<file path="src/rtl/sc_spil_txbuf.sv">
// First-word-fall-through transmit buffer for the SPI engine, NUM_OF_BUF words deep.
// Define SC_SPIL_TXBUF_ERRFLAG_EN to build the sticky OVF/UDF error flags.
module sc_spil_txbuf #(
  parameter int unsigned NUM_OF_BUF = 1,
  parameter int unsigned DATA_W     = 32
) (
  input  logic              HCLK,
  input  logic              HRESETN,
  input  logic              CLR,
  input  logic              WR_EN,
  input  logic [DATA_W-1:0] WR_DATA,
  input  logic              RD_REQ,
  output logic [DATA_W-1:0] RD_DATA,
  output logic              RD_VALID,
  output logic [3:0]        TXDPT,
  output logic              FULL,
  output logic              EMPTY,
  output logic              OVF,
  output logic              UDF
);

  localparam int unsigned       PTR_W    = (NUM_OF_BUF > 1) ? $clog2(NUM_OF_BUF) : 1;
  localparam logic [PTR_W-1:0]  LAST_PTR = PTR_W'(NUM_OF_BUF - 1);
  localparam logic [3:0]        LVL_MAX  = 4'(NUM_OF_BUF);

  logic [DATA_W-1:0] r_mem [NUM_OF_BUF];
  logic [PTR_W-1:0]  r_wptr;
  logic [PTR_W-1:0]  r_rptr;
  logic [3:0]        r_level;

  logic w_full;
  logic w_empty;
  logic w_push;
  logic w_pop;

  function automatic logic [PTR_W-1:0] f_inc(input logic [PTR_W-1:0] p);
    return (p == LAST_PTR) ? '0 : p + PTR_W'(1);
  endfunction

  assign w_full  = (r_level == LVL_MAX);
  assign w_empty = (r_level == '0);
  // A push into a full buffer is legal when the same cycle pops a word.
  assign w_pop   = RD_REQ & ~w_empty;
  assign w_push  = WR_EN & (~w_full | RD_REQ);

  always_ff @(posedge HCLK) begin
    if (w_push && !CLR) begin
      r_mem[r_wptr] <= WR_DATA;
    end
  end

  always_ff @(posedge HCLK or negedge HRESETN) begin
    if (!HRESETN) begin
      r_wptr  <= '0;
      r_rptr  <= '0;
      r_level <= '0;
    end else if (CLR) begin
      r_wptr  <= '0;
      r_rptr  <= '0;
      r_level <= '0;
    end else begin
      if (w_push) begin
        r_wptr <= f_inc(r_wptr);
      end
      if (w_pop) begin
        r_rptr <= f_inc(r_rptr);
      end
      if (w_push && !w_pop) begin
        r_level <= r_level + 4'd1;
      end else if (w_pop && !w_push) begin
        r_level <= r_level - 4'd1;
      end
    end
  end

`ifdef SC_SPIL_TXBUF_ERRFLAG_EN
  logic r_ovf;
  logic r_udf;

  always_ff @(posedge HCLK or negedge HRESETN) begin
    if (!HRESETN) begin
      r_ovf <= 1'b0;
      r_udf <= 1'b0;
    end else if (CLR) begin
      r_ovf <= 1'b0;
      r_udf <= 1'b0;
    end else begin
      if (WR_EN && w_full && !RD_REQ) begin
        r_ovf <= 1'b1;
      end
      if (RD_REQ && w_empty) begin
        r_udf <= 1'b1;
      end
    end
  end

  assign OVF = r_ovf;
  assign UDF = r_udf;
`else
  assign OVF = 1'b0;
  assign UDF = 1'b0;
`endif

  assign RD_DATA  = r_mem[r_rptr];
  assign RD_VALID = ~w_empty;
  assign TXDPT    = r_level;
  assign FULL     = w_full;
  assign EMPTY    = w_empty;

endmodule
</file>
<file path="config.mk">
export PLATFORM = sky130hd
export DESIGN_NAME = sc_spil_txbuf
export DESIGN_NICKNAME = d
export VERILOG_FILES = /design/src/rtl/sc_spil_txbuf.sv
export SDC_FILE = /design/constraint.sdc
export NUM_CORES = 1
export LEC_CHECK = 0
export ABC_AREA = 1
export CORE_MARGIN = 2
export CORE_UTILIZATION = 38
export CTS_CLUSTER_SIZE = 20
export DETAILED_ROUTE_END_ITERATION = 8
export PLACE_DENSITY = 0.85
export SYNTH_ARGS = -nofsm -noshare
export SYNTH_HDL_FRONTEND = slang
export SYNTH_SLANG_ARGS = --single-unit
</file>
<file path="constraint.sdc">
create_clock -name HCLK -period 3.2 [get_ports HCLK]
set_input_delay 0.48 -clock HCLK [delete_from_list [all_inputs] [get_ports HCLK]]
set_output_delay 0.48 -clock HCLK [all_outputs]
set_load 0.01 [all_outputs]
</file>
Yosys cells after proc, flatten, opt, wreduce, memory -nomap -nowiden
Memory sizes are Yosys's and may differ from the RTL's.
Cells that the tools add are included.
{ "word_totals": {"register_bits": 4, "mem_bits_rw": 32, "memories": 1, "wordCells": 23, "inputBits": 37, "output_inout_bits": 41} }
{ "op_classes": {"mux": 5, "bitwise": 5, "eq_ne": 1, "addsub": 2, "reduce_logical": 8} }
{ "mem_list": {"columns": ["name", "depth", "word_bits", "rd", "rd_clocked_by_memory_dff", "write_ports", "line", "source"], "rows": [
  ["r_mem", 1, 32, 1, 0, 1, "26", "logic [DATA_W-1:0] r_mem [NUM_OF_BUF];"]
]} }
{ "ops": {"columns": ["operator", "n"], "rows": [
  ["$mux 4", 3],
  ["$add 4x1->4 const B", 1],
  ["$eq 4x1->1 const B", 1],
  ["$logic_not 4->1", 1],
  ["$sub 4x1->4 const B", 1],
  ["$logic_and 1x1->1", 3],
  ["$logic_not 1->1", 3],
  ["$reduce_bool 3->1", 1],
  ["$and 1x1->1", 2],
  ["$mux 1", 2],
  ["$not 1->1", 2],
  ["$or 1x1->1", 1]
]} }

Longest topological paths before layout
Gate-level depths: netlist of run 1.
{ "depth": {"depth_word": 9, "depth_mapped": 10, "ltp_nobuf": 10} }

Least setup slack after synthesis of run 1
OpenSTA, ideal clock, no wires.
{ "synth_timing": {"path_kind": "register to register", "from": "reg r_level[1], in the netlist TXDPT[1]", "to": "mem r_mem[0][0] (enable)", "path_slack_ns": 0.496, "synth_period_minus_slack_ns": 2.704, "setup_time_ns": 0.421, "required_time_ns": 2.779, "path_buffers": 0, "t_arrival_ns": 2.283, "stages_incl_launch_ff": 6, "cell_sequence": "dfrtp_1 > inv_1 > ha_1 > nand3_2 > nand2_2 > nor2_1"} }
{ "synth_via": {"elab_chain_len": 7} }
{ "synth_rtl": {"columns": ["element", "line", "source"], "rows": [
  ["start: declaration", "29", "logic [3:0] r_level;"],
  ["start signal: assignment", "69", "r_level <= r_level + 4'd1;"],
  ["start signal: assignment", "71", "r_level <= r_level - 4'd1;"],
  ["$eq 4x1->1", "40", "assign w_full = (r_level == LVL_MAX);"],
  ["$not 1->1", "44", "assign w_push = WR_EN & (~w_full | RD_REQ);"],
  ["$or 1x1->1", "44", null],
  ["$and 1x1->1", "44", null],
  ["$logic_and 1x1->1", "47", "if (w_push && !CLR) begin"],
  ["$mux 1", "47", null],
  ["$mux 1 (implied by the code)", "48", "r_mem[r_wptr] <= WR_DATA;"],
  ["end: declaration", "26", null]
]} }
Every way passes these cells.

Worst setup path in the final report of run 1
{ "layout_timing": {"from": "reg r_level[1], in the netlist TXDPT[1]", "to": "out FULL"} }
{ "layout_via": {"elab_chain_len": 1} }
{ "layout_rtl": {"columns": ["element", "line", "source"], "rows": [
  ["$eq 4x1->1", "40", null],
  ["end: declaration", "16", "output logic FULL,"]
]} }
Every way passes these cells.

==> results of run 1 <==
-- kinds of logic (layout without fill, tap and decap cells) --
| group | after synthesis | after routing | share of synthesized area |
|---|---|---|---|
| flops | 36 | 36 | 0.742 |
| fa+ha+maj | 4 | 4 | 0.0350 |
| compound gates | 4 | 4 | 0.0192 |
| other cells | 1 | 2 | 0.00262 |
| simple gates | 39 | 39 | 0.142 |
| buf+inv | 14 | 95 | 0.0472 |
| xor+xnor | 2 | 2 | 0.0123 |
-- final timing paths --
path | to | slack (ps) | cells after the start
setup reg to reg | r_mem[0][29] | 1460 | 6
max in group asynchronous | TXDPT[2] | 2640 | 1
min in group HCLK | TXDPT[1] | 590 | 2
hold reg to reg | TXDPT[1] | 590 | 2
setup / recovery | FULL | 920 | 4
hold / removal | TXDPT[0] | 400 | 1
-- layer usage --
layer	routed length, um	share of wire	vias to the layer above
li1	-	-	493
met1	1170	0.39	444
met2	1510	0.50	62
met3	323	0.11	0
met4	0	0	0
met5	0	0	-
-- power breakdown --
part / switching (mW) / internal [mW]
Sequential: 0.0485 / 0.569
Combinational: 0.236 / 0.249
Clock: 0.148 / 0.230
Total: 0.432 / 1.05
-- state kept, by name, summed over array words and instances (netlist names) --
signal and count:
r_mem 32, TXDPT 4
-- cell type report --
type	instances	area, um2
Inverter	11	41.3
Tap cell	48	60.1
Clock buffer	5	68.8
Multi-Input combinational cell	51	308
Clock inverter	3	42.5
Fill cell	276	1290
Sequential cell	36	1060
Timing Repair Buffer	76	758
-- cell usage in the layout (no fill, tap or decap) --
master,instances
a21oi_1,1
a21oi_2,1
buf_4,1
bufinv_16,1
clkbuf_8,5
clkdlybuf4s50_1,75
clkinv_2,1
clkinvlp_4,1
conb_1,2
dfrtp_1,4
edfxtp_1,32
ha_1,4
inv_1,10
inv_2,1
nand2_1,21
nand2_2,2
nand2_4,1
nand3_1,2
nand3_2,2
nand4_1,3
nor2_1,3
nor2_2,2
nor2_4,2
nor3b_1,1
o21ai_1,1
o21ai_2,1
xnor2_1,1
xor2_1,1
-- stage by stage --
step / utilization / hold slack (ps) / power [mW] / worst slack [ps] / instance area (um2)
final: 0.644 / 400 / 1.48 / 922 / 2340
after global routing: 0.644 / 394 / 1.57 / 809 / 2340
after CTS: 0.644 / 399 / 1.49 / 893 / 2340
after detailed placement: 0.613 / 567 / 1.11 / 1110 / 2230
after global placement: 0.613 / 550 / 1.09 / 1140 / 2230
after floorplan: - / 184 / 0.880 / 496 / 1430
==> impl_metrics.ini, run 1 <==
[routing]
wire_per_inst_um = 13.0
vias = 999
vias_per_cell = 4.34
wl_um = 3000
drt-initial-drc-count = 89
drc = 0
ant_nets = 0
first_pass_iters = 4

[cells_and_area]
finalNonFillerCells = 230
finalNetCount = 222
drive_gt1_frac = 0.115
diodes = 0
syn_to_final_growth_pct = 63.6

[global_routing]
grt_start_max_net_pins = 33
grt_pass1_wl_um = 4600
gr-usage-met1 = 0.169
grt_pass1_vias = 1000
busiest_layer = met2
met3_usage = 0.0462
grt-ovfl-total = 0
met2_usage = 0.258
antenna_found_initial = 0
grt_use_total = 0.143

[power]
max-vdd-ir-drop_mv = 0.494
p_per_area_nw_per_um2 = 633
power_leakage_nw = 0.898

[job]
drv_cap = 0

[worst_setup_path]
worst_ep_required_time_ps = 2720
crit_path_start_kind = register
end_kind = output pin
path_delay_family = buffers and inverters
cp_slowest_stage_delay_ps = 560
rr_startpoint = TXDPT[1]
crit_buf_inv = 2
path_max_fanout = 5
path_class = reg2out
crit_path_top_delay_cell = clkdlybuf4s50_1
arrival_ps = 1800
cp_cell_sequence = inv_1 > ha_1 > nor3b_1 > clkdlybuf4s50_1
critPathLaunch = TXDPT[1]

[clock_network]
postCtsSetupBuffers = 0
clockBufferDepth = 2
cts_resized = 0
clock-root-buffer = clkbuf_8
cts_hold_buf = 0
cts_tree = built
clkTransAtPathRegs_ps = 70
cts_buffers = 5
htree_levels = 2
clkLatencyLatePin_ps = 270
clock_sinks = 36

[floorplan]
die-area_um2 = 4270
core_region_area_um2 = 3630
fp.dieH_um = 65.3
start_util = 0.394
die_w_um = 65.3
row_count = 22
pin_count = 78

[timing]
min_period_over_period = 0.712
rsz0062_at_grt = no
maxSlewViolCount = 0
setup_viol = 0
max_freq_ghz = 0.439
finClkSkew_ps = 0.980
hold_viol_final = 0
finalCriticalPeriod_ps = 2280
setup-tns-final_ps = 0

[logic_synthesis]
synth-edff-count = 32
ys_warn_count = 0
yosys.cell_count.top_type = edfxtp_1
yosys_most_used_dff = edfxtp_1
synth-seq-area-share = 0.742
syn_area_per_cell_um2 = 14.3
netlist_instances = 100
netlist_area_um2 = 1430
synth_top_area_frac = 0.672
synth_cell_types = 24
synth_area_leaders = edfxtp_1 67%, dfrtp_1 7.0%, nand2_1 5.5%
async_flop_share = 0.111
synth-seq-cells = 36
ys_top_cells_by_count = 32 x edfxtp_1, 21 x nand2_1, 10 x inv_1
synth_top_area_cell = edfxtp_1

[status]
status = completed

[hold_path]
hold_path_class = in2async

[placement]
io_buffer_count = 75
place_hpwl_um = 2400
gp_congestion = 0.822
placedCellCount = 222
Note: power is estimated with default switching activity, not from simulation.
==> run 2: changes to the inputs <==
Clock period 3.2 ns to 2.3 ns, I/O delays scaled along.
==> run 2 against run 1 <==
Clock skew is 1.9 ps higher. Setup slack worse by 750 ps. Worst hold slack worse by 140 ps. Critical endpoint is now EMPTY. Sequential share of layout area is 0.22 points higher. Global-route usage is 0.36 points lower.
==> impl_metrics.ini, run 2 (synthesis results as in run 1) <==
[status]
status = completed

[cells_and_area]
multi_input_area_um2 = 308
drive_gt1_frac = 0.121
regMostFlops = r_mem
seqCellArea_um2 = 1060
post-route-cell-area_um2 = 2330
mostFrequentLayoutCells = 75 x clkdlybuf4s50_1, 32 x edfxtp_1, 21 x nand2_1
finalNonFillerCells = 230
fill_cells = 279
fin_util = 0.641
syn_to_final_growth_pct = 62.8
largest_reg_flops = 32
diodes = 0
finalNetCount = 222
final_common_cell = clkdlybuf4s50_1

[clock_network]
htree_levels = 2
clkLatencyLatePin_ps = 280
clockBufferDepth = 2
clkTransAtPathRegs_ps = 70
clock_sinks = 36
clock-root-buffer = clkbuf_8
cts_tree = built
cts_buffers = 5

[placement]
placed_area_um2 = 2240
io_buffer_count = 75
placedCellCount = 222
gp_congestion = 0.896
place_hpwl_um = 2330

[worst_setup_path]
arrival_ps = 1790
reg2reg_depth = 6
path_class = reg2out
end_kind = output pin
cp.depth = 5
crit_buf_inv = 3
crit_path_start_kind = register
path_delay_family = buffers and inverters
crit_path_top_delay_cell = clkdlybuf4s50_1
rr_startpoint = TXDPT[1]
path_max_fanout = 6
cp_common_cell = inv_1
worst_ep_required_time_ps = 1960
cp_slowest_stage_delay_ps = 520
rrSetupSlack_ps = 690
cp_cell_sequence = inv_1 > ha_1 > nand2_2 > inv_1 > clkdlybuf4s50_1
regToRegEndpoint = r_mem[0][21]

[floorplan]
die-area_um2 = 4270
die_w_um = 65.3
pin_count = 78
core_region_area_um2 = 3630
fp.dieH_um = 65.3
start_util = 0.394
row_count = 22

[power]
p_per_area_nw_per_um2 = 839
power_leakage_nw = 0.895
max-vdd-ir-drop_mv = 0.656

[timing]
setup-tns-final_ps = 0
maxSlewViolCount = 0
max_freq_ghz = 0.469
rsz0062_at_grt = no
min_period_over_period = 0.927
hold_viol_final = 0
setup_viol = 0
finalCriticalPeriod_ps = 2130
finClkSkew_ps = 2.89

[routing]
drc = 0
drt-initial-drc-count = 28
ant_nets = 0
wire_per_inst_um = 12.9
met3WireLength_um = 284
wl_met2_um = 1420
highest_layer = met4
vias = 996
wl_um = 2970
first_pass_iters = 4
vias_per_cell = 4.33
wirelength_met1_um = 1250

[hold_path]
hold_path_class = in2async

[global_routing]
antenna_found_initial = 0
grt_pass1_vias = 926
grt_pass1_wl_um = 4420
grt_start_max_net_pins = 33
grt-ovfl-total = 0
grt_use_total = 0.139

[job]
drv_cap = 0
## run 2: changes by cell type in the layout (fill, tap and decap cells not counted)
| cell | delta |
|---|---|
| buf_12 | +1 |
| buf_4 | -1 |
| bufinv_16 | -1 |
| clkinv_2 | +1 |
| clkinv_4 | +1 |
| clkinvlp_4 | -1 |
| inv_1 | -1 |
| inv_2 | +1 |
## run 2: metal layers
layer / GRT usage / up-vias
met5: 0 / -
met4: 0.0391 / 0
met1: 0.182 / 443
met2: 0.228 / 57
li1: - / 494
met3: 0.0394 / 2
## run 2: where the power goes
group	internal, mW	switching [mW]
Combinational	0.350	0.323
Sequential	0.791	0.0664
Clock	0.211	0.212
Total	1.35	0.601
## run 2: repair_timing
item | 4_1_cts | 5_1_grt
resized for setup | 0 | 1
hold buffers | 0 | 0
setup buffers | 0 | 0
setup endpoints to repair | 0 | 1
endpoints found under the hold margin | 0 | 0
## run 2: layout make-up
type | instances | share of cell area
inverters | 11 | 0.0177
clock buffers | 5 | 0.0296
clock inverters | 3 | 0.00806
repair buffers | 76 | 0.331
well taps | 48 | 0.0258
flip-flops and latches | 36 | 0.456
multi-input cells | 51 | 0.132
## run 2: worst max-delay path by stage
| stage | to | startpoint |
|---|---|---|
| after CTS | FULL | TXDPT[1] |
| after global placement | FULL | TXDPT[1] |
| after detailed placement | FULL | TXDPT[1] |
| after floorplan | r_mem[0][0] | TXDPT[1] |
| final | EMPTY | TXDPT[0] |
| after global routing | EMPTY | TXDPT[0] |
## run 2: stage by stage
step | setup slack (ps) | total power, mW | hold slack (ps)
6_report | 168 | 1.95 | 261
5_1_grt | 51.9 | 2.07 | 257
4_1_cts | 108 | 1.97 | 252
3_5_place_dp | 444 | 1.54 | 558
3_3_place_gp | 486 | 1.53 | 543
2_1_floorplan | 127 | 1.22 | 49.4
==> run 3: changes to the inputs <==
Settings changed: CORE_MARGIN 2 to 4.
==> run 3 against run 2 <==
Setup slack worse by 54 ps. Routed wire length up 3.9%. Worst hold slack better by 7.6 ps. Critical path type unchanged. Power down 2.1%. Clock-buffer cell count up 2. Clock power down 7.8%. Final cell count unchanged. Combinational power down 0.9%. Clock skew up 1.2 ps.
==> impl_metrics.ini, run 3 (synthesis results as in run 1) <==
[cells_and_area]
seqCellArea_um2 = 1060
largest_reg_flops = 32
final_common_cell = clkdlybuf4s50_1
syn_to_final_growth_pct = 62.3
post-route-cell-area_um2 = 2320
fill_cells = 264
finalNonFillerCells = 230
fin_util = 0.634
finalNetCount = 222
mostFrequentLayoutCells = 75 x clkdlybuf4s50_1, 32 x edfxtp_1, 21 x nand2_1
regMostFlops = r_mem
diodes = 0
drive_gt1_frac = 0.0989
multi_input_area_um2 = 308

[routing]
vias_per_cell = 4.40
drc = 0
vias = 1011
first_pass_iters = 4
wire_per_inst_um = 13.4
wl_um = 3090
ant_nets = 0
drt-initial-drc-count = 57

[placement]
gp_congestion = 0.879
placed_area_um2 = 2240
place_hpwl_um = 2540
io_buffer_count = 75
placedCellCount = 222

[floorplan]
die-area_um2 = 4810
start_util = 0.391
fp.dieH_um = 69.3
row_count = 22
die_w_um = 69.3
core_region_area_um2 = 3660
pin_count = 78

[timing]
hold_viol_final = 0
finalCriticalPeriod_ps = 2190
finClkSkew_ps = 4.13
rsz0062_at_grt = no
maxSlewViolCount = 0
whs_ps = 269
min_period_over_period = 0.950
setup_viol = 0
setup-tns-final_ps = 0
max_freq_ghz = 0.457

[power]
power_leakage_nw = 0.887
internal_power_mw = 1.35
p_sw_frac = 0.293
pwr-share-clk = 0.203
max-vdd-ir-drop_mv = 0.436
power.switching_uw = 561
p_comb_frac = 0.349
power_frac_seq = 0.447
p_per_area_nw_per_um2 = 824

[clock_network]
htree_levels = 2
cts_tree = built
cts_hold_buf = 0
clockBufferDepth = 2
clkLatencyLatePin_ps = 270
cts_buffers = 5
clock-root-buffer = clkbuf_8
cts_resized = 0
postCtsSetupBuffers = 0
clkTransAtPathRegs_ps = 60
clock_sinks = 36

[global_routing]
grt-ovfl-total = 0
grt_start_max_net_pins = 33
grt_pass1_wl_um = 5050
antenna_found_initial = 0
grt_pass1_vias = 1000
grt_use_total = 0.135

[worst_setup_path]
path_max_fanout = 5
crit_path_start_kind = register
path_class = reg2out
worst_ep_required_time_ps = 1960
end_kind = output pin
arrival_ps = 1840

[job]
drv_cap = 0

[hold_path]
hold_path_class = in2async

[status]
status = completed
==> run 3: changes by cell type in the layout (fill, tap and decap cells not counted), sizes merged <==
cell / before / now
clkbuf: 5 / 7
clkinv: 3 / 1
==> run 3: per-layer routing <==
layer  wire [um]  vias to the layer above  global-route usage
met1        1200                      446               0.150
met3         367                        2              0.0580
li1            -                      494                   -
met4          17                        0              0.0390
met2        1500                       69               0.234
met5           0                        -                   0
==> run 3: worst paths after layout <==
path,startpoint,end,slack (ps),cells after the start
worst max-delay path,TXDPT[1],FULL,110,4
worst min-delay path,HRESETN,TXDPT[0],270,1
worst max register to register,TXDPT[1],r_mem[0][13],660,6
worst min register to register,TXDPT[1],TXDPT[1],600,2
max in group asynchronous,HRESETN,TXDPT[3],1870,1
min in group HCLK,TXDPT[1],TXDPT[1],600,2
==> run 3: metrics by stage <==
| step | power (mW) | setup WS [ps] |
|---|---|---|
| 5_1_grt | 2.05 | 13.4 |
| 3_3_place_gp | 1.53 | 492 |
| 4_1_cts | 1.94 | 88.9 |
| 6_report | 1.91 | 114 |
| 2_1_floorplan | 1.22 | 127 |
| 3_5_place_dp | 1.54 | 420 |
==> run 3: cell type report <==
class / count / area share
clock buffers: 7 / 0.0329
clock inverters: 1 / 0.00162
inverters: 11 / 0.0178
multi-input cells: 51 / 0.133
flip-flops and latches: 36 / 0.457
well taps: 48 / 0.0259
repair buffers: 76 / 0.332
==> run 3: power groups by stage <==
stage | logic [mW] | clock network (mW) | registers (mW)
4_1_cts | 0.676 | 0.403 | 0.858
5_1_grt | 0.741 | 0.443 | 0.865
3_5_place_dp | 0.670 | 0 | 0.869
3_3_place_gp | 0.663 | 0 | 0.863
2_1_floorplan | 0.339 | 0 | 0.885
6_report | 0.668 | 0.389 | 0.856
==> run 3: worst max-delay path, stage by stage (launching register included) <==
cell,delay [ps]
dfrtp_1,430
inv_1,150
ha_1,210
nor3b_1,200
clkdlybuf4s50_1,570
